### src/rtl/render_compositor_if.sv
// Pixel-side bundle of the render compositor: scene/overlay pixel inputs,
// frame timing and fade control from the video source, plus the VGA DAC pins
// and transition status going back out.
interface render_compositor_if #(
    parameter int NUM_SCENES   = 8,
    parameter int NUM_OVERLAYS = 2,
    parameter int FADE_FRAMES  = 16
);
    localparam int SW = $clog2(NUM_SCENES);
    localparam int LW = $clog2(FADE_FRAMES) + 1;

    logic                      valid;
    logic                      frame_start;
    logic [SW-1:0]             scene;
    logic [12*NUM_SCENES-1:0]  scene_pixels;
    logic [NUM_OVERLAYS-1:0]   overlay_en;
    logic [12*NUM_OVERLAYS-1:0] overlay_pixels;
    logic                      fade_enable;
    logic [3:0]                vgaRed;
    logic [3:0]                vgaGreen;
    logic [3:0]                vgaBlue;
    logic                      busy;
    logic [LW-1:0]             fade_level;

    // Video source side: drives pixels and control, watches the pins.
    modport master (
        output valid, frame_start, scene, scene_pixels,
               overlay_en, overlay_pixels, fade_enable,
        input  vgaRed, vgaGreen, vgaBlue, busy, fade_level
    );

    // Compositor side.
    modport slave (
        input  valid, frame_start, scene, scene_pixels,
               overlay_en, overlay_pixels, fade_enable,
        output vgaRed, vgaGreen, vgaBlue, busy, fade_level
    );
endinterface

### src/rtl/render_compositor.sv
// Scene-select / overlay compositor with frame-synchronous fade transitions.
// Stage 1 picks the shown scene pixel and resolves overlays by priority;
// stage 2 applies the brightness scale (overlays stay unfaded) and drives
// the VGA DAC pins. A small FSM steps the fade level on frame_start.
module render_compositor #(
    parameter int          NUM_SCENES   = 8,
    parameter int          NUM_OVERLAYS = 2,
    parameter int          FADE_FRAMES  = 16,
    parameter logic [11:0] TRANSPARENT  = 12'hF0F
) (
    input logic          clk_25MHz,
    input logic          rst,
    render_compositor_if.slave bus
);
    localparam int SW = $clog2(NUM_SCENES);
    localparam int FS = $clog2(FADE_FRAMES);
    localparam int LW = FS + 1;
    localparam logic [LW-1:0] LEVEL_MAX = LW'(FADE_FRAMES);

    typedef enum logic [1:0] {
        IDLE     = 2'd0,
        FADE_OUT = 2'd1,
        FADE_IN  = 2'd2
    } state_t;

    state_t        state, state_nxt;
    logic [LW-1:0] level, level_nxt;
    logic [SW-1:0] shown_scene, shown_nxt;
    logic          busy_q;

    // Stage 1 pipeline registers.
    logic          s1_valid;
    logic          s1_hit;
    logic [11:0]   s1_pixel;
    logic [LW-1:0] s1_level;

    // Stage 1 combinational selections.
    logic [11:0]   base_pixel;
    logic [11:0]   ov_pixel;
    logic          ov_hit;

    // Stage 2 output register and its combinational input.
    logic [11:0]   out_pixel;
    logic [11:0]   out_nxt;

    // Scale one 4-bit channel by level/FADE_FRAMES; exact at both ends.
    function automatic logic [3:0] fade_ch(input logic [3:0] c, input logic [LW-1:0] lvl);
        logic [4+LW-1:0] prod;
        prod = (4+LW)'(c) * (4+LW)'(lvl);
        return 4'(prod >> FS);
    endfunction

    // Fade FSM: next state, next level and scene swap.
    always_comb begin
        // NOTE: every signal written here gets a default first, so no path
        // through the case can leave it unassigned and infer a latch.
        state_nxt = state;
        level_nxt = level;
        shown_nxt = shown_scene;
        unique case (state)
            IDLE: begin
                level_nxt = LEVEL_MAX;
                if (bus.scene != shown_scene) begin
                    if (bus.fade_enable) state_nxt = FADE_OUT;
                    else                 shown_nxt = bus.scene;
                end
            end
            FADE_OUT: begin
                if (bus.scene == shown_scene) begin
                    // Request withdrawn: brighten back from where we are.
                    state_nxt = FADE_IN;
                end else if (bus.frame_start) begin
                    if (level <= LW'(1)) begin
                        // Fully dark: take whatever scene is requested now.
                        level_nxt = '0;
                        shown_nxt = bus.scene;
                        state_nxt = FADE_IN;
                    end else begin
                        level_nxt = level - LW'(1);
                    end
                end
            end
            FADE_IN: begin
                if (bus.scene != shown_scene) begin
                    // New request while brightening: darken from here.
                    state_nxt = FADE_OUT;
                end else if (bus.frame_start) begin
                    if (level >= LEVEL_MAX - LW'(1)) begin
                        level_nxt = LEVEL_MAX;
                        state_nxt = IDLE;
                    end else begin
                        level_nxt = level + LW'(1);
                    end
                end
            end
            default: begin
                state_nxt = IDLE;
                level_nxt = LEVEL_MAX;
            end
        endcase
    end

    // Fade FSM registers; busy is registered alongside the state.
    always_ff @(posedge clk_25MHz or negedge rst) begin
        // NOTE: sequential state uses non-blocking assignments so every
        // register samples pre-edge values regardless of statement order.
        if (!rst) begin
            state       <= IDLE;
            level       <= LEVEL_MAX;
            shown_scene <= '0;
            busy_q      <= 1'b0;
        end else begin
            state       <= state_nxt;
            level       <= level_nxt;
            shown_scene <= shown_nxt;
            busy_q      <= (state_nxt != IDLE);
        end
    end

    // Base scene mux; an index beyond the populated scenes yields black.
    always_comb begin
        base_pixel = 12'h000;
        for (int k = 0; k < NUM_SCENES; k++) begin
            if (shown_scene == SW'(k)) base_pixel = bus.scene_pixels[12*k +: 12];
        end
    end

    // Overlay priority search; scanning downward lets the lowest index win.
    always_comb begin
        ov_hit   = 1'b0;
        ov_pixel = 12'h000;
        for (int i = NUM_OVERLAYS - 1; i >= 0; i--) begin
            if (bus.overlay_en[i] && (bus.overlay_pixels[12*i +: 12] != TRANSPARENT)) begin
                ov_hit   = 1'b1;
                ov_pixel = bus.overlay_pixels[12*i +: 12];
            end
        end
    end

    // Stage 1 register: winning pixel, hit flag, valid and the current level.
    always_ff @(posedge clk_25MHz or negedge rst) begin
        if (!rst) begin
            s1_valid <= 1'b0;
            s1_hit   <= 1'b0;
            s1_pixel <= 12'h000;
            s1_level <= '0;
        end else begin
            s1_valid <= bus.valid;
            s1_hit   <= ov_hit;
            s1_pixel <= ov_hit ? ov_pixel : base_pixel;
            s1_level <= level;
        end
    end

    // Stage 2 pixel: blank outside active video, overlays bypass the fade.
    always_comb begin
        out_nxt = 12'h000;
        if (s1_valid) begin
            if (s1_hit) out_nxt = s1_pixel;
            else        out_nxt = {fade_ch(s1_pixel[11:8], s1_level),
                                   fade_ch(s1_pixel[7:4],  s1_level),
                                   fade_ch(s1_pixel[3:0],  s1_level)};
        end
    end

    // Stage 2 register feeding the DAC pins.
    always_ff @(posedge clk_25MHz or negedge rst) begin
        if (!rst) out_pixel <= 12'h000;
        else      out_pixel <= out_nxt;
    end

    assign bus.vgaRed     = out_pixel[11:8];
    assign bus.vgaGreen   = out_pixel[7:4];
    assign bus.vgaBlue    = out_pixel[3:0];
    assign bus.busy       = busy_q;
    assign bus.fade_level = level;

endmodule

### src/flat_wrapper.sv
// flat-port wrapper written by rule: the top's interface ports become plain ports
module render_compositor_flat 
#(
    parameter int          NUM_SCENES   = 8,
    parameter int          NUM_OVERLAYS = 2,
    parameter int          FADE_FRAMES  = 16,
    parameter logic [11:0] TRANSPARENT  = 12'hF0F
)
  (clk_25MHz, rst, bus_valid, bus_frame_start, bus_scene, bus_scene_pixels, bus_overlay_en, bus_overlay_pixels, bus_fade_enable, bus_vgaRed, bus_vgaGreen, bus_vgaBlue, bus_busy, bus_fade_level);
  render_compositor_if #(.NUM_SCENES(NUM_SCENES), .NUM_OVERLAYS(NUM_OVERLAYS), .FADE_FRAMES(FADE_FRAMES)) bus_i ();
  input logic clk_25MHz;
  input logic rst;
  input wire logic [$bits(bus_i.valid)-1:0] bus_valid;
  input wire logic [$bits(bus_i.frame_start)-1:0] bus_frame_start;
  input wire logic [$bits(bus_i.scene)-1:0] bus_scene;
  input wire logic [$bits(bus_i.scene_pixels)-1:0] bus_scene_pixels;
  input wire logic [$bits(bus_i.overlay_en)-1:0] bus_overlay_en;
  input wire logic [$bits(bus_i.overlay_pixels)-1:0] bus_overlay_pixels;
  input wire logic [$bits(bus_i.fade_enable)-1:0] bus_fade_enable;
  output wire logic [$bits(bus_i.vgaRed)-1:0] bus_vgaRed;
  output wire logic [$bits(bus_i.vgaGreen)-1:0] bus_vgaGreen;
  output wire logic [$bits(bus_i.vgaBlue)-1:0] bus_vgaBlue;
  output wire logic [$bits(bus_i.busy)-1:0] bus_busy;
  output wire logic [$bits(bus_i.fade_level)-1:0] bus_fade_level;
  assign bus_i.valid = bus_valid;
  assign bus_i.frame_start = bus_frame_start;
  assign bus_i.scene = bus_scene;
  assign bus_i.scene_pixels = bus_scene_pixels;
  assign bus_i.overlay_en = bus_overlay_en;
  assign bus_i.overlay_pixels = bus_overlay_pixels;
  assign bus_i.fade_enable = bus_fade_enable;
  assign bus_vgaRed = bus_i.vgaRed;
  assign bus_vgaGreen = bus_i.vgaGreen;
  assign bus_vgaBlue = bus_i.vgaBlue;
  assign bus_busy = bus_i.busy;
  assign bus_fade_level = bus_i.fade_level;
  render_compositor #(.NUM_SCENES(NUM_SCENES), .NUM_OVERLAYS(NUM_OVERLAYS), .FADE_FRAMES(FADE_FRAMES), .TRANSPARENT(TRANSPARENT)) u_core (.clk_25MHz(clk_25MHz), .rst(rst), .bus(bus_i));
endmodule
### config.mk
export PLATFORM = sky130hd
export DESIGN_NAME = render_compositor_flat
export DESIGN_NICKNAME = d
export VERILOG_FILES = /design/src/rtl/render_compositor_if.sv /design/src/rtl/render_compositor.sv /design/src/flat_wrapper.sv
export SDC_FILE = /design/constraint.sdc
export NUM_CORES = 1
export LEC_CHECK = 0
export ABC_AREA = 1
export ABC_CLOCK_PERIOD_IN_PS = 5500
export CORE_AREA = 2 2 99 101
export DETAILED_ROUTE_END_ITERATION = 10
export DIE_AREA = 0 0 101 103
export MAX_ROUTING_LAYER = met4
export PLACE_DENSITY_LB_ADDON = 0.1
export SLEW_MARGIN = 20
export SYNTH_ARGS = -nofsm -noshare
export SYNTH_HDL_FRONTEND = slang
export SYNTH_SLANG_ARGS = --single-unit
### constraint.sdc
create_clock -name clk_25MHz -period 5.5 [get_ports clk_25MHz]
set_clock_uncertainty 0.2 [all_clocks]
set_input_delay 0.55 -clock clk_25MHz [delete_from_list [all_inputs] [get_ports clk_25MHz]]
set_output_delay 0.55 -clock clk_25MHz [all_outputs]
set_load 0.01 [all_outputs]
### Word-level counts from Yosys, hierarchy flattened

Index checks and enable logic that the tools add are counted.

| storage, ports and cells | value |
|---|---|
| register bits | 42 |
| input bits | 130 |
| output and inout port bits | 18 |
| logic and storage cells | 81 |

| cells by class | value |
|---|---|
| add/sub/neg operators | 2 |
| $mul | 3 |
| $lt $le $gt $ge | 2 |
| equality and inequality tests | 20 |
| muxes and demuxes | 37 |
| reductions and logical operators | 8 |

Operators with widths:

| operator | number |
|---|---|
| 12-bit 2-to-1 mux | 13 |
| 5-bit 2-to-1 mux | 6 |
| 4-bit by 5-bit multiplier with 8-bit output | 3 |
| 12-bit != test, second input constant | 2 |
| 2-bit 2-to-1 mux | 8 |
| 3-bit 2-to-1 mux | 5 |
| 3-bit equality test, second input constant | 4 |
| 2-bit != test, second input constant | 5 |
| 5-bit one-hot mux with 2 select lines | 1 |
| 3-bit by 2-bit equality test with 1-bit output, second input constant | 2 |
| 2-bit one-hot mux with 3 select lines | 1 |
| 3-bit one-hot mux with 2 select lines | 1 |
| 6-bit AND reduction | 1 |
| 5-bit by 1-bit adder with 5-bit output, second input constant | 1 |
| 5-bit by 4-bit >= comparator with 1-bit output, second input constant | 1 |
| 5-bit by 1-bit <= comparator with 1-bit output, second input constant | 1 |
| 5-bit by 1-bit subtractor with 5-bit output, second input constant | 1 |
| 2-bit by 1-bit != test with 1-bit output, second input constant | 2 |
| 4-bit AND reduction | 1 |
| 2-bit nonzero test | 2 |
| 3-bit by 1-bit equality test with 1-bit output, second input constant | 1 |
| 3-bit equality test | 1 |
| 3-bit zero test | 1 |
| 3-bit != test | 1 |
| 5 further kinds | 7 |

### Longest topological paths before layout

| depth | value |
|---|---|
| depth in word-level cells | 10 |
| gate-level depth with buffers | 16 |
| depth with buffers taken out | 15 |

### Worst setup path after synthesis

Ideal clock, no wire load.

| timing path | value |
|---|---|
| path type | register to register |
| start point | register u_core.s1_level[2] |
| end point | register u_core.out_pixel[3] |
| setup time | 0.113 ns |
| data arrival time | 2.637 ns |
| required time | 5.187 ns |
| setup slack | 2.551 ns |
| cell stages (with the launch flop) | 16 |
| path buffers | 1 |
| clock period less this slack | 2.949 ns |
| cell sequence | dfrtp_1 -> clkbuf_1 -> nand2_1 -> inv_1 -> fa_1 -> inv_1 -> fa_1 -> inv_1 -> ha_1 -> a21oi_1 -> o21a_1 -> nand2_1 -> nand2_1 -> nand3_1 -> nand2_1 -> inv_1 |

| between the ends | value |
|---|---|
| cells in the longest elaborated chain, start to end | 3 |

RTL lines:

| element | line | text |
|---|---|---|
| start, declared | render_compositor.sv:35 | `logic [LW-1:0] s1_level;` |
| start signal, assigned | render_compositor.sv:151 | `s1_level <= level;` |
| 4-bit by 5-bit multiplier with 8-bit output | render_compositor.sv:49 | `prod = (4+LW)'(c) * (4+LW)'(lvl);` |
| 12-bit 2-to-1 mux | render_compositor.sv:159 | `if (s1_hit) out_nxt = s1_pixel;` |
| 12-bit 2-to-1 mux | render_compositor.sv:158 | `if (s1_valid) begin` |
| named net u_core.out_nxt[3] | render_compositor.sv:44 | `logic [11:0] out_nxt;` |
| end signal, assigned | render_compositor.sv:169 | `else out_pixel <= out_nxt;` |
| end, declared | render_compositor.sv:43 | `logic [11:0] out_pixel;` |

The timed path passes the listed nets, and every way through them passes these cells.
A chain may end at the register's enable or synchronous reset.

### Worst setup path in the final report

| timing path | value |
|---|---|
| start point | register u_core.s1_level[1] |
| end point | register u_core.out_pixel[7] |

Same word-level chain as after synthesis.

==> summary.md <==
| Metric | Value |
|---|---|
| Status | finished clean |
| Placed instance area | 6200 um2 |
| Logic pwr share | 0.616 |
| Initial antenna violation count | 0 |
| Post-Synth XOR/XNOR Area | 0.0223 |
| CTS tree | built |
| # diodes | 0 |
| Hold_buf cts | 0 |
| Critical Path AT | 3160 ps |
| MaxCap Viol Count | 0 |
| R2R Path End | u_core.out_pixel[7] |
| Clock Latency Late Sink | 290 ps |
| RSZ-0062 raised after global routing | no |
| Clock Tree Buf Depth | 2 |
| Die width | 101 um |
| Routed vias | 5010 |
| Distinct cells, synth | 38 |
| Rows | 36 |
| Flop pwr share | 0.269 |
| Synth top area share | 0.218 |
| 1st-pass router iterations | 4 |
| Seq/Total Area, Yosys | 0.223 |
| Final Hold Viols | 0 |
| Antenna Nets Post-Route | 0 |
| Crit path capture | u_core.out_pixel[7] |
| Fin util | 0.667 |
| Area leader, netlist | dfrtp_1 |
| Worst-margin pin slew | 932 ps |
| H-tree depth | 2 |
| #FFs+latches synth | 42 |
| Reg2Reg Depth | 14 |
| Drt drc | 0 |
| Largest net degree at the start of global routing | 43 |
| Worst Hold Class | input pin to async pin |
| Clk pwr share | 0.116 |
| Drt wl/cell | 13.4 um |
| DP Wirelength | 11500 um |
| Synth Net Count | 930 |
| Worst Setup SP | u_core.s1_level[1] |
| # resized after CTS | 0 |
| Worst-path clk slew | 80 ps |
| Die area | 10400 um2 |
| Switching power | 0.00104 W |
| Critical Path RT | 5500 ps |
| Ys Warns | 0 |
| Largest family of logic cells by synthesized area | simple AND/OR/NAND/NOR gates |
| PwrDens | 338 nW/um2 |
| Compound-Gate Fraction of Synth Area | 0.0656 |
| Final setup violation count | 0 |
| Die height | 103 um |
| Gr usage total | 0.275 |
| Most used DFF post-synth | dfrtp_1 |
| R2r startpoint | u_core.s1_level[1] |
| Ports | 148 |
| Startpoint types | flip-flop |
| Initial core utilization | 0.498 |
| Fin crit period | 3160 ps |
| Max-slew violation count | 0 |
| CP Max Fanout | 12 |
| Reg2reg setup slack | 2340 ps |
| Setup Total Neg Slack | 0 ps |
| DRT iter0 DRCs | 161 |
| GPL Wtd Cong | 0.962 |
| Vias/cell | 5.02 |
| Leakage power | 3.45 nW |
| Vias in the first global route | 5076 |
| Synthesis-to-finish area growth | 33.9% |
| Inst Count DP | 992 |
| Type of the worst setup path | flip-flop to flip-flop |
| Global-route wire length before repair | 22300 um |
| Total grt overflow | 0 |
| Worst path cell trace | nand2_1, inv_1, fa_1, inv_1, fa_1, inv_1, ha_1, a21oi_1, o21a_1, nand2_1, nand2_1, nand3_1, nand2_1, inv_1 |
| Syn Area/Cell | 6.28 um2 |
| Synth Area in Simple Gates | 0.395 |
| Cell count after synthesis | 750 |
| Finished Layout Cells | 999 |
| Netlist Area Pre-Place | 4710 um2 |
| Post-synthesis adder-cell area fraction | 0.157 |
| Fin nets | 1065 |
| Largest cells by area after synthesis | dfrtp_1 22%, nand2_1 20%, inv_1 10% |
| Asr flop ratio synth | 1.00 |
| Routed wire length | 13400 um |
| Root Buffer | clkbuf_8 |
| Core region area | 9460 um2 |
| Slowest cell on crit path | dfrtp_1 |
| Final worst path period share | 0.575 |
| Cell area after layout | 6310 um2 |
| Maximum vdd drop | 0.165 mV |
| Port Buffers | 147 |
| Post-CTS setup buffers | 0 |
| Cts bufs inserted | 5 |
| Fill count | 875 |
| Worst setup EP type | flip-flop |
| Share of layout cells above drive strength 1 | 0.0384 |
| Worst slew margin | 0.379 |
| Mux share of post-synthesis cell area | 0 |
| Slowest stage delay, CP | 530 ps |
| F_max | 316 MHz |
| Pint | 0.00109 W |
| Clock Sinks | 42 |
| Post-synth EDFFs | 0 |
| Sw Share | 0.490 |
routing by layer:
layer  vias to the layer above  track usage  share of wire
met1                      2240        0.299           0.40
met4                         0        0.111          0.034
li1                       2575            -              -
met5                         -            -              0
met3                        31       0.0285          0.045
met2                       164        0.512           0.52
metrics by stage:
step / hold WS (ps) / setup slack, ps / power, W
6_report: 182 / 2340 / 0.00213
5_1_grt: 256 / 2130 / 0.00237
4_1_cts: 217 / 2350 / 0.00214
3_5_place_dp: 246 / 2220 / 0.00189
3_3_place_gp: 244 / 2320 / 0.00185
2_1_floorplan: 54.4 / 2550 / 0.00149
state kept, by name (all words and copies together) (netlist names):
name                   cells
u_core.bus.busy            1
u_core.bus.fade_level      5
u_core.out_pixel          12
u_core.s1_hit              1
u_core.s1_level            5
u_core.s1_pixel           12
u_core.s1_valid            1
u_core.shown_scene         3
u_core.state               2
Yosys cell counts, types with 2 or more instances:
cell type / count
buf_4: 3
nor2_1: 94
nand2_2: 2
nand3_1: 57
inv_2: 5
nand4_1: 20
o21ai_0: 11
xnor2_1: 4
o211ai_1: 8
nand3_2: 4
inv_6: 2
o21a_1: 3
buf_6: 4
a21oi_1: 25
nand2_1: 250
buf_2: 7
nor2_4: 2
dfrtp_1: 41
clkbuf_1: 2
xor2_1: 8
nor3_2: 2
ha_1: 35
fa_1: 15
o21ai_1: 3
inv_1: 126
clkinv_1: 2
buf_1: 2
nor3_4: 3
logic make-up after synthesis:
| family | Yosys count |
|---|---|
| XOR/XNOR | 12 |
| adder cells (fa/ha/maj) | 50 |
| buffers and inverters | 155 |
| AO/OA/AOI/OAI | 54 |
| flip-flops | 42 |
| AND/OR/NAND/NOR | 437 |
power by group through the flow:
stage / clock, W / combinational (W) / sequential [W]
floorplan: 0 / 0.000994 / 0.000492
global placement: 0 / 0.00128 / 0.000571
detailed placement: 0 / 0.00131 / 0.000577
CTS: 0.000252 / 0.00132 / 0.000571
global route: 0.000268 / 0.00151 / 0.000591
finish: 0.000247 / 0.00131 / 0.000573
how the worst min path moves through the flow:
stage / start / end / slack [ps] / cells past startpoint
after floorplan: rst / u_core.bus.busy / 50 / 0
after global placement: u_core.bus.fade_level[4] / u_core.s1_level[4] / 240 / 0
after detailed placement: u_core.bus.fade_level[4] / u_core.s1_level[4] / 250 / 0
after CTS: rst / u_core.out_pixel[6] / 220 / 1
after global routing: rst / u_core.out_pixel[7] / 260 / 1
final: rst / u_core.out_pixel[6] / 180 / 1
layout by cell type, fill, tap and decap left out, types with 2 or more instances in the layout:
| cell | count |
|---|---|
| nor2_4 | 2 |
| inv_1 | 126 |
| o21ai_1 | 3 |
| nor3_2 | 2 |
| nand3_1 | 57 |
| inv_2 | 5 |
| fa_1 | 15 |
| a21oi_1 | 25 |
| nor2_1 | 94 |
| nor3_4 | 3 |
| o21a_1 | 3 |
| nand2_2 | 2 |
| dfrtp_1 | 41 |
| clkdlybuf4s50_1 | 146 |
| xnor2_1 | 4 |
| ha_1 | 35 |
| clkinv_1 | 2 |
| clkbuf_8 | 6 |
| o21ai_0 | 11 |
| inv_6 | 2 |
| xor2_1 | 8 |
| nand4_1 | 20 |
| nand3_2 | 4 |
| nand2_1 | 250 |
| o211ai_1 | 8 |
worst max-delay path: cells and delay by family, from the launching register on:
family	cells	cell delay, ps
buf+inv	4	210
compound gates	2	310
fa+ha+maj	3	1410
simple gates	5	410
flops	1	530
area by class of cell:
class / instances / area, um2 / area share
timing repair buffer: 147 / 1470 / 0.232
clock inverter: 1 / 30.0 / 0.00476
tap: 114 / 143 / 0.0226
clock buffer: 6 / 82.6 / 0.0131
inverter: 136 / 523 / 0.0829
sequential: 42 / 1050 / 0.167
multi-input combinational: 553 / 3020 / 0.478
Note: power is estimated with default switching activity, not from simulation.
